--- src/rtl/dna_pkg.sv ---
// ---------------------------------------------------------------------------
// dna_pkg
// Shared definitions for the seed-lookup / candidate-verification pipeline:
// 2-bit base encoding, default reference index width, the verifier FSM state
// type and a per-base compare helper.
// ---------------------------------------------------------------------------
package dna_pkg;

   localparam int BASE_W = 2;

   localparam logic [1:0] BASE_A = 2'b00;
   localparam logic [1:0] BASE_G = 2'b01;
   localparam logic [1:0] BASE_C = 2'b10;
   localparam logic [1:0] BASE_T = 2'b11;

   localparam int IDX_W_DEFAULT = 8;

   typedef enum logic [0:0] {
      ST_IDLE = 1'b0,
      ST_CMP  = 1'b1
   } vstate_t;

   // One when the two encoded bases differ.
   function automatic logic base_differs(input logic [BASE_W-1:0] a,
                                         input logic [BASE_W-1:0] b);
      return (a != b);
   endfunction

endpackage

--- src/rtl/cand_fifo.sv ---
// ---------------------------------------------------------------------------
// cand_fifo
// Synchronous first-word-fall-through FIFO for verifier candidates.
// A push into a full FIFO succeeds when a pop happens in the same cycle.
// Ports:
//   clk, reset   clock, asynchronous active-high reset
//   push, wdata  write strobe and data (ignored when full without pop)
//   pop          read strobe (ignored when empty)
//   rdata        head entry, valid while empty is low
//   full, empty  occupancy flags
// ---------------------------------------------------------------------------
module cand_fifo #(
   parameter int WIDTH = 28,
   parameter int DEPTH = 4
) (
   input  logic             clk,
   input  logic             reset,
   input  logic             push,
   input  logic [WIDTH-1:0] wdata,
   input  logic             pop,
   output logic [WIDTH-1:0] rdata,
   output logic             full,
   output logic             empty
);

   localparam int PTR_W = (DEPTH > 1) ? $clog2(DEPTH) : 1;
   localparam int CNT_W = PTR_W + 1;

   logic [WIDTH-1:0] mem_q [DEPTH];
   logic [PTR_W-1:0] wr_ptr_q;
   logic [PTR_W-1:0] rd_ptr_q;
   logic [CNT_W-1:0] count_q;
   logic             do_push_s;
   logic             do_pop_s;

   assign empty = (count_q == CNT_W'(0));
   assign full  = (count_q == CNT_W'(DEPTH));
   assign rdata = mem_q[rd_ptr_q];

   // Qualify strobes against occupancy; a full FIFO accepts a push only alongside a pop.
   always_comb begin
      do_pop_s  = pop && !empty;
      do_push_s = push && (!full || do_pop_s);
   end

   // Storage array; data needs no reset because occupancy is tracked separately.
   always_ff @(posedge clk) begin
      if (do_push_s) begin
         mem_q[wr_ptr_q] <= wdata;
      end
   end

   // Pointers and occupancy counter.
   always_ff @(posedge clk or posedge reset) begin
      if (reset) begin
         wr_ptr_q <= {PTR_W{1'b0}};
         rd_ptr_q <= {PTR_W{1'b0}};
         count_q  <= {CNT_W{1'b0}};
      end else begin
         if (do_push_s) begin
            wr_ptr_q <= wr_ptr_q + PTR_W'(1);
         end
         if (do_pop_s) begin
            rd_ptr_q <= rd_ptr_q + PTR_W'(1);
         end
         if (do_push_s && !do_pop_s) begin
            count_q <= count_q + CNT_W'(1);
         end else if (do_pop_s && !do_push_s) begin
            count_q <= count_q - CNT_W'(1);
         end
      end
   end

endmodule

--- src/rtl/candidate_verifier.sv ---
// ---------------------------------------------------------------------------
// candidate_verifier
// Buffers candidate alignment windows from the k-mer lookup stage and scores
// every offset of the loaded short read inside each window by mismatch count.
// Ports:
//   clk, reset                     clock, asynchronous active-high reset
//   read_load, read_in             capture a new short read (clears best/dedup)
//   cand_valid/index/window        candidate strobe, window base index, window
//   index_done                     upstream lookup finished (level)
//   hit_valid/pos/mm               one-cycle pulse per offset within budget
//   best_valid/pos/mm              lowest-mismatch hit since the last read_load
//   overflow                       sticky: a candidate was dropped on full FIFO
//   done                           sticky: upstream done and all work drained
// ---------------------------------------------------------------------------
module candidate_verifier
   import dna_pkg::*;
#(
   parameter int READ_BASES = 8,
   parameter int WIN_BASES  = 10,
   parameter int IDX_W      = IDX_W_DEFAULT,
   parameter int MAX_MM     = 1,
   parameter int FIFO_DEPTH = 4
) (
   input  logic                         clk,
   input  logic                         reset,
   input  logic                         read_load,
   input  logic [BASE_W*READ_BASES-1:0] read_in,
   input  logic                         cand_valid,
   input  logic [IDX_W-1:0]             cand_index,
   input  logic [BASE_W*WIN_BASES-1:0]  cand_window,
   input  logic                         index_done,
   output logic                         hit_valid,
   output logic [IDX_W-1:0]             hit_pos,
   output logic [3:0]                   hit_mm,
   output logic                         best_valid,
   output logic [IDX_W-1:0]             best_pos,
   output logic [3:0]                   best_mm,
   output logic                         overflow,
   output logic                         done
);

   localparam int NOFF    = WIN_BASES - READ_BASES + 1;
   localparam int OFF_W   = (NOFF > 1) ? $clog2(NOFF) : 1;
   localparam int READ_W  = BASE_W * READ_BASES;
   localparam int WIN_W   = BASE_W * WIN_BASES;
   localparam int ENTRY_W = IDX_W + WIN_W;

   vstate_t            state_q;
   logic [OFF_W-1:0]   offset_q;
   logic [IDX_W-1:0]   work_idx_q;
   logic [WIN_W-1:0]   work_win_q;
   logic [READ_W-1:0]  read_q;
   logic               dedup_valid_q;
   logic [IDX_W-1:0]   dedup_idx_q;
   logic               hit_valid_q;
   logic [IDX_W-1:0]   hit_pos_q;
   logic [3:0]         hit_mm_q;
   logic               best_valid_q;
   logic [IDX_W-1:0]   best_pos_q;
   logic [3:0]         best_mm_q;
   logic               overflow_q;
   logic               done_q;

   logic               dup_s;
   logic               push_req_s;
   logic               accept_s;
   logic               drop_s;
   logic               pop_s;
   logic               last_off_s;
   logic               fifo_full_s;
   logic               fifo_empty_s;
   logic [ENTRY_W-1:0] fifo_rdata_s;
   logic [WIN_W-1:0]   win_shift_s;
   logic [3:0]         mm_s;
   logic               hit_s;
   logic [IDX_W-1:0]   pos_s;
   logic               best_upd_s;
   logic               done_set_s;

   cand_fifo #(
      .WIDTH (ENTRY_W),
      .DEPTH (FIFO_DEPTH)
   ) u_fifo (
      .clk   (clk),
      .reset (reset),
      .push  (accept_s),
      .wdata ({cand_index, cand_window}),
      .pop   (pop_s),
      .rdata (fifo_rdata_s),
      .full  (fifo_full_s),
      .empty (fifo_empty_s)
   );

   assign last_off_s = (offset_q == OFF_W'(NOFF - 1));

   // Candidate admission: duplicate filter, pop request, and push/drop decision.
   always_comb begin
      dup_s      = dedup_valid_q && (cand_index == dedup_idx_q);
      push_req_s = cand_valid && !dup_s;
      if (state_q == ST_IDLE) begin
         pop_s = !fifo_empty_s;
      end else if (state_q == ST_CMP) begin
         pop_s = last_off_s && !fifo_empty_s;
      end else begin
         pop_s = 1'b0;
      end
      accept_s   = push_req_s && (!fifo_full_s || pop_s);
      drop_s     = push_req_s && fifo_full_s && !pop_s;
      done_set_s = index_done && fifo_empty_s && (state_q == ST_IDLE) && !accept_s;
   end

   // Parallel base compare of the read against the window slice at the current offset.
   always_comb begin
      win_shift_s = work_win_q >> {offset_q, 1'b0};
      mm_s        = 4'd0;
      for (int b = 0; b < READ_BASES; b++) begin
         mm_s = mm_s + 4'(base_differs(read_q[BASE_W*b +: BASE_W],
                                       win_shift_s[BASE_W*b +: BASE_W]));
      end
      hit_s      = (state_q == ST_CMP) && (mm_s <= 4'(MAX_MM));
      pos_s      = work_idx_q + IDX_W'({offset_q, 1'b0});
      best_upd_s = hit_s && (!best_valid_q || (mm_s < best_mm_q));
   end

   // Verifier FSM: loads candidates from the FIFO and steps through the offsets.
   always_ff @(posedge clk or posedge reset) begin
      if (reset) begin
         state_q    <= ST_IDLE;
         offset_q   <= {OFF_W{1'b0}};
         work_idx_q <= {IDX_W{1'b0}};
         work_win_q <= {WIN_W{1'b0}};
      end else begin
         case (state_q)
            ST_IDLE: begin
               if (pop_s) begin
                  state_q    <= ST_CMP;
                  offset_q   <= {OFF_W{1'b0}};
                  work_idx_q <= fifo_rdata_s[ENTRY_W-1:WIN_W];
                  work_win_q <= fifo_rdata_s[WIN_W-1:0];
               end
            end
            ST_CMP: begin
               if (!last_off_s) begin
                  offset_q <= offset_q + OFF_W'(1);
               end else if (pop_s) begin
                  // Back-to-back candidate: restart offsets without a bubble.
                  offset_q   <= {OFF_W{1'b0}};
                  work_idx_q <= fifo_rdata_s[ENTRY_W-1:WIN_W];
                  work_win_q <= fifo_rdata_s[WIN_W-1:0];
               end else begin
                  state_q <= ST_IDLE;
               end
            end
            default: begin
               state_q <= ST_IDLE;
            end
         endcase
      end
   end

   // Hit reporting, running best, read and dedup registers, sticky status flags.
   always_ff @(posedge clk or posedge reset) begin
      if (reset) begin
         hit_valid_q   <= 1'b0;
         hit_pos_q     <= {IDX_W{1'b0}};
         hit_mm_q      <= 4'd0;
         best_valid_q  <= 1'b0;
         best_pos_q    <= {IDX_W{1'b0}};
         best_mm_q     <= 4'd0;
         read_q        <= {READ_W{1'b0}};
         dedup_valid_q <= 1'b0;
         dedup_idx_q   <= {IDX_W{1'b0}};
         overflow_q    <= 1'b0;
         done_q        <= 1'b0;
      end else begin
         hit_valid_q <= hit_s;
         if (hit_s) begin
            hit_pos_q <= pos_s;
            hit_mm_q  <= mm_s;
         end
         if (read_load) begin
            read_q        <= read_in;
            best_valid_q  <= 1'b0;
            best_pos_q    <= {IDX_W{1'b0}};
            best_mm_q     <= 4'd0;
            dedup_valid_q <= 1'b0;
         end else begin
            if (best_upd_s) begin
               best_valid_q <= 1'b1;
               best_pos_q   <= pos_s;
               best_mm_q    <= mm_s;
            end
            if (accept_s) begin
               dedup_valid_q <= 1'b1;
               dedup_idx_q   <= cand_index;
            end
         end
         if (drop_s) begin
            overflow_q <= 1'b1;
         end
         if (done_set_s) begin
            done_q <= 1'b1;
         end
      end
   end

   assign hit_valid  = hit_valid_q;
   assign hit_pos    = hit_pos_q;
   assign hit_mm     = hit_mm_q;
   assign best_valid = best_valid_q;
   assign best_pos   = best_pos_q;
   assign best_mm    = best_mm_q;
   assign overflow   = overflow_q;
   assign done       = done_q;

endmodule

--- config.mk ---
export PLATFORM = sky130hd
export DESIGN_NAME = candidate_verifier
export DESIGN_NICKNAME = d
export VERILOG_FILES = /design/src/rtl/dna_pkg.sv /design/src/rtl/cand_fifo.sv /design/src/rtl/candidate_verifier.sv
export SDC_FILE = /design/constraint.sdc
export NUM_CORES = 1
export LEC_CHECK = 0
export BUFFER_PORTS_ARGS = -buffer_cell sky130_fd_sc_hd__clkbuf_2
export CORE_MARGIN = 5
export CORE_UTILIZATION = 25
export DETAILED_ROUTE_END_ITERATION = 6
export SYNTH_ARGS = -nofsm -noshare
export SYNTH_HDL_FRONTEND = slang
export SYNTH_SLANG_ARGS = --single-unit
export TNS_END_PERCENT = 30
--- constraint.sdc ---
create_clock -name clk -period 12.6 [get_ports clk]
set_input_delay 2.52 -clock clk [delete_from_list [all_inputs] [get_ports clk]]
set_output_delay 2.52 -clock clk [all_outputs]
set_load 0.05 [all_outputs]
==> key figures, run 1 <==
Synthesis
  • Yosys warning total: 0
  • Number of flops mapped to enable cells by yosys: around 110
  • Commonest cells in the netlist: edfxtp_1, dfrtp_1, mux2_2
  • Syn nets: 553
  • Synth Register Bits: slightly above 200
  • Synth area leaders: edfxtp_1, dfrtp_1, mux4_2, mux2_2, xnor2_1
  • Most frequent cell after synthesis: edfxtp_1
  • Avg Cell Area, Syn: around 17 sq um
  • Mapped Cells: slightly below 500
  • Synth Flop Type: edfxtp_1
  • Register area share after synthesis: 0.664
  • Number of distinct library cells after synthesis: 33
  • Post-synth top area share: 0.396
  • Synth area leader: edfxtp_1
  • Post-synthesis cell area: 8500 sq um
  • Async S/R FF share, synth: 0.448

Die
  • Die Ht: approximately 190 um
  • Top-level I/O count: 77
  • Core Region: roughly 34000 sq um
  • Rows: 67
  • Initial Utilization: 0.253
  • Die X: about 200 um
  • Die area: 37800 sq um

Finish
  • Ant diodes: 0
  • Final Net Count: roughly 640
  • Layout cells sized above 1: 0.374
  • Fin cells: a little over 1k
  • P&R area growth vs syn: 19.1%
  • Cell area after layout: roughly 10000 sq um

Place
  • Port bufs: 76
  • Placed insts: approximately 1000
  • Gp weighted congestion: between 0.6 and 0.7
  • Hpwl dp: about 12000 um
  • Dpl cell area: around 9400 sq um

Setup path
  • Capturing point of the worst reg2reg path: best_mm[3]
  • Startpoint type of the worst setup path: flop
  • Reg-to-reg slack, setup: 6.22 ns
  • R2R cell count: 15
  • Crit-path most repeated cell: fa_1
  • Critical Path, Cell by Cell: mux4_2 -> xnor2_1 -> nand2_1 -> fa_1 -> fa_1 -> inv_1 -> fa_1 -> inv_1 -> ha_1 -> fa_1 -> xor2_1 -> a2111oi_4 -> o311ai_2 -> nor2b_1 -> and2_1
  • R2R Path Start: offset_q[0]
  • Worst-path fanout max: 23
  • Worst path arrival time: 6.76 ns
  • WS Path Type: flop to flop
  • CP max-delay cell: dfrtp_1
  • Largest delay contributor family on the critical path: adder cells
  • Worst path buffer plus inverter count: 2
  • Req. time, crit path: approximately 13 ns
  • Delay of the slowest critical-path stage: 0.99 ns
  • Crit path capture type: flop

Timing
  • Worst Max-Slew Pin Slew: roughly 1.1 ns
  • Hold Slack: 0.478 ns
  • Final Hold Viols: 0
  • Final period util: 0.506
  • Max Clk Rate: between 150 and 200 MHz
  • Clock Skew: 0.0108 ns
  • Count of final setup violators: 0
  • RSZ-0062 raised after global routing: no
  • Setup TNS: 0 ns
  • Fin. max-slew vios: 0
  • Post-route minimum period: 6.38 ns
  • Worst rel slew slack: 0.244

Clock tree
  • Max Buffers Root-to-Sink: 3
  • H-tree levels: 1
  • Clock latency on the worst-skew pair: between 0.4 and 0.5 ns
  • Post_cts resized: 0
  • Cts hold-fix bufs: 0
  • Clock net sink count: between 200 and 250
  • Clock transition at path regs: approximately 0.060 ns
  • Post-CTS setup buffers: 0
  • Num CTS Buffers: 22
  • CTS tree: done
  • CTS root buffer: clkbuf_16

Min path
  • Worst Hold End: done
  • Hold wc startpoint: done
  • Hold/Removal Path Class: flop to flop
  • Worst Hold Depth: 1

Route
  • Routed Wire Length: around 17000 um
  • Routed Antenna Nets: 0
  • DR vias/cell: roughly 4.2
  • First-iteration detailed-routing DRC count: between 100 and 150
  • DR pass1 iterations: 4
  • DRC Markers: 0
  • Via Count: around 4.3k
  • Routed WL per cell: ~16 um

Status
  • Status: completed

Global routing
  • First-pass GRT wire length: approximately 27000 um
  • Initial antenna violation count: 6
  • Largest net degree at the start of global routing: 65
  • Total grt overflow: 0
  • Vias in the first global route: between 4k and 5k
  • GRT Total Usage: 0.0909

Job
  • Max Cap Viol: 0
layer usage:
metal	routed length, um	up-vias	GRT usage
li1	-	2001	-
met1	7570	2180	0.123
met2	7900	81	0.140
met3	1160	33	0.0331
met4	252	12	0.0224
met5	64	-	0
metrics by stage:
step	util	worst slack, ns
floorplan	-	7.44
CTS	0.302	6.12
global placement	0.281	6.11
detailed placement	0.281	6.12
finish	0.302	6.22
global route	0.302	5.68
cell usage in the layout (no fill, tap or decap), drive strengths merged, types with 5 or more instances in the layout:
cell / synthesis / layout
edfxtp: 112 / 112
clkbuf: 8 / 111
dfrtp: 91 / 91
mux2: 60 / 60
mux4: 40 / 40
xnor2: 25 / 25
nor2: 18 / 18
nand2: 18 / 18
inv: 16 / 17
ha: 12 / 12
xor2: 11 / 11
mux2i: 11 / 11
and2: 8 / 8
nor2b: 7 / 7
fa: 6 / 6
a21oi: 6 / 6
o21ai: 5 / 5
sequential cells by signal (all words and copies together), names as in the netlist:
signal,flops
offset_q,2
state_q,1
best_pos,8
hit_valid,1
dedup_idx_q,8
hit_mm,4
best_valid,1
done,1
hit_pos,8
work_idx_q,8
u_fifo.count_q,3
overflow,1
u_fifo.rd_ptr_q,2
best_mm,4
read_q,16
u_fifo.wr_ptr_q,2
u_fifo.mem_q,112
dedup_valid_q,1
work_win_q,20
cell type report:
type / instances / area (sq um)
inverters: 16 / 62.6
repair buffers: 80 / 410
multi-input cells: 249 / 2740
fillers: 3333 / 23400
clock buffers: 35 / 651
clock inverters: 5 / 56.3
flip-flops and latches: 203 / 5640
well taps: 448 / 561
cell families (layout without fill, tap and decap cells):
| kind of cell | count (synthesis) | in the layout | synth area share |
|---|---|---|---|
| compound gates | 21 | 21 | 0.0178 |
| xor+xnor | 36 | 36 | 0.0371 |
| fa+ha+maj | 18 | 18 | 0.0318 |
| buf+inv | 34 | 136 | 0.0160 |
| flops | 203 | 203 | 0.664 |
| mux | 111 | 111 | 0.198 |
| simple gates | 63 | 63 | 0.0350 |
how the worst max path moves through the flow:
stage,from,endpoint,slack (ns),cells past startpoint
6_report,offset_q[0],best_mm[3],6.22,15
4_1_cts,offset_q[0],best_mm[3],6.12,15
5_1_grt,offset_q[0],best_mm[1],5.68,15
3_5_place_dp,offset_q[0],best_mm[3],6.12,15
3_3_place_gp,offset_q[0],best_mm[2],6.11,15
2_1_floorplan,offset_q[0],best_mm[1],7.44,17
Power of run 1 is not shown: default switching activity piles up to over one toggle a cycle in this logic, so the estimate is an artifact.
==> inputs of run 2 (changes only) <==
==> constraint.sdc (replaced) <==
create_clock -name clk -period 6 [get_ports clk]
set_input_delay 1.2 -clock clk [delete_from_list [all_inputs] [get_ports clk]]
set_output_delay 1.2 -clock clk [all_outputs]
set_load 0.05 [all_outputs]
==> run 2 against run 1 <==
Effect of this change: sequential share of layout area rose by 0.33 points; count of clock-buffer cells in the layout fell by 6; worst hold slack improved by 0.0013 ns; first-iteration DRC count rose by 80%; final cell count did not move; clock skew rose by 0.0051 ns; non-clock buffer count rose by 3; fmax rose by 24%; worst setup slack got worse by 5.4 ns; via count fell by 0.53%; design area fell by 0.58%; utilization fell by 0.18 points; largest cell class unchanged.
==> key figures, run 2 (same netlist as run 1, synthesis figures left out) <==
Status
  • Status: completed

Timing
  • Final Hold Viols: 0 (unchanged)
  • Worst rel slew slack: 0.300 (+0.0565)
  • Max Clk Rate: 194 MHz (+24%)
  • Post-route minimum period: 5.15 ns (-1.23 ns)
  • Setup TNS: 0 ns (unchanged)
  • Clock Skew: 0.0159 ns (+0.00510 ns)
  • Count of final setup violators: 0 (unchanged)
  • Worst Max-Slew Pin Slew: 1.05 ns (-0.0829 ns)
  • Final period util: 0.858 (+0.352)
  • RSZ-0062 raised after global routing: no
  • Fin. max-slew vios: 0 (unchanged)

Die
  • Core Region: 33500 sq um (unchanged)
  • Die Ht: 194 um (unchanged)
  • Top-level I/O count: 77 (unchanged)
  • Die area: 37800 sq um (unchanged)
  • Initial Utilization: 0.253 (unchanged)
  • Die X: 194 um (unchanged)
  • Rows: 67 (unchanged)

Route
  • Routed Wire Length: 17100 um (+1.1%)
  • Routed Antenna Nets: 0 (unchanged)
  • DR vias/cell: 4.14 (-0.53%)
  • Post-route met1 wirelength: 7740 um (+2.2%)
  • Routed WL per cell: 16.5 um (+1.1%)
  • Via Count: 4284 (-0.53%)
  • Max layer used: met5
  • Met3 wire len: 1090 um (-6.5%)
  • DR pass1 iterations: 6 (+2)
  • Met2 routed WL: 7960 um (+0.80%)
  • DRC Markers: 0 (unchanged)
  • First-iteration detailed-routing DRC count: 193 (+80%)

Finish
  • Commonest non-fill, non-tap cell in the layout: edfxtp_1
  • Layout cells sized above 1: 0.376 (+0.00170)
  • Final Net Count: 641 (+0.31%)
  • P&R area growth vs syn: 18.4%
  • Most flop-heavy register: u_fifo.mem_q
  • Top Registers: u_fifo.mem_q (112), work_win_q (20), read_q (16)
  • Max reg flops: 112 (unchanged)
  • Layout fillers: 3353 (+0.60%)
  • Ant diodes: 0 (unchanged)
  • Most frequent cells in the layout: edfxtp_1, dfrtp_1, clkbuf_2

Clock tree
  • Post-CTS setup buffers: 0 (unchanged)
  • Cts hold-fix bufs: 0 (unchanged)
  • H-tree levels: 1 (unchanged)
  • Num CTS Buffers: 21 (-4.5%)
  • CTS root buffer: clkbuf_16
  • Clock transition at path regs: 0.06 ns (about the same)
  • Clock latency on the worst-skew pair: 0.49 ns (about the same)
  • Clock net sink count: 203 (unchanged)
  • Post_cts resized: 0 (unchanged)
  • CTS tree: done
  • Max Buffers Root-to-Sink: 3 (unchanged)

Setup path
  • Worst-path fanout max: 10 (-57%)
  • Capturing point of the worst reg2reg path: best_mm[3]
  • WS Path Type: flop to flop
  • R2R cell count: 16 (+1)
  • Reg-to-reg slack, setup: 0.85 ns (-5.37 ns)
  • Req. time, crit path: 6.42 ns (-6.56 ns)
  • R2R Path Start: offset_q[0]
  • Delay of the slowest critical-path stage: 0.63 ns (-0.36 ns)
  • Critical Path, Cell by Cell: mux4_2 -> xnor2_1 -> nand2_1 -> fa_1 -> fa_1 -> inv_1 -> fa_1 -> inv_1 -> ha_1 -> fa_1 -> ha_1 -> a21oi_1 -> o311ai_2 -> buf_4 -> nor2b_1 -> and2_1
  • Startpoint type of the worst setup path: flop
  • Worst path buffer plus inverter count: 3 (+1)
  • Crit path capture type: flop
  • Largest delay contributor family on the critical path: adder cells
  • Crit-path most repeated cell: fa_1
  • CP max-delay cell: dfrtp_1
  • Worst path arrival time: 5.57 ns (-1.19 ns)

Place
  • Gp weighted congestion: 0.702 (+0.70%)
  • Hpwl dp: 11700 um (+0.18%)
  • Port bufs: 76 (unchanged)

Global routing
  • GRT Total Usage: 0.0907 (-0.000185)
  • Total grt overflow: 0 (unchanged)
  • Initial antenna violation count: 5 (-1)
  • Vias in the first global route: 4607 (+1.5%)
  • Largest net degree at the start of global routing: 53 (-18%)
  • First-pass GRT wire length: 27300 um (-0.41%)

Min path
  • Hold/Removal Path Class: flop to flop
  • Hold wc startpoint: overflow
  • Worst Hold Depth: 2 (+1)
  • Worst Hold End: overflow

Job
  • Max Cap Viol: 0 (unchanged)
run 2: changes by cell type in the layout (fill, tap and decap cells not counted):
cell	delta
buf_4	+3
clkbuf_8	-3
clkinv_2	+3
clkbuf_16	-2
clkbuf_1	-1
clkinvlp_4	+1
inv_6	-1
run 2: worst max path at each step:
stage | start | to | slack [ns] | depth (start not counted)
after global placement | offset_q[0] | best_pos[0] | 0.88 | 16
after detailed placement | offset_q[0] | best_mm[0] | 0.81 | 16
final | offset_q[0] | best_mm[3] | 0.85 | 16
after floorplan | offset_q[0] | best_mm[2] | 0.84 | 17
after global routing | offset_q[0] | best_mm[2] | 0.49 | 16
after CTS | offset_q[0] | best_mm[0] | 0.78 | 16
run 2: final cells by class:
class	count	area [sq um]	share of cell area
Clock buffer	29	556	0.0552
Clock inverter	8	70.1	0.00696
Inverter	16	62.6	0.00622
Multi-Input combinational cell	249	2740	0.272
Sequential cell	203	5640	0.561
Tap cell	448	561	0.0557
Timing Repair Buffer	83	433	0.0430
run 2: stage by stage:
step           setup slack [ns]  instance area [sq um]  cells   util  hold slack, ns
4_1_cts                   0.784                  10100   1036  0.300           0.483
3_3_place_gp              0.877                   9440    999  0.281           0.462
3_5_place_dp              0.810                   9440    999  0.281           0.468
6_report                  0.851                  10100   1036  0.300           0.479
2_1_floorplan             0.841                   8500    486      -           0.464
5_1_grt                   0.488                  10100   1036  0.300           0.503
run 2: routing by layer:
metal | up-vias | global-route usage
met4 | 10 | 0.0227
met1 | 2176 | 0.122
met3 | 28 | 0.0305
li1 | 1996 | -
met2 | 74 | 0.143
met5 | - | 0
run 2: worst min-delay path, delay by kind of cell (launching register included):
| family | cells | cell delay, ns |
|---|---|---|
| DFF | 1 | 0.34 |
| AOI/OAI and AO/OA | 1 | 0.06 |
| buffers and inverters | 1 | 0.04 |
Power of run 2 is left out for the same reason.
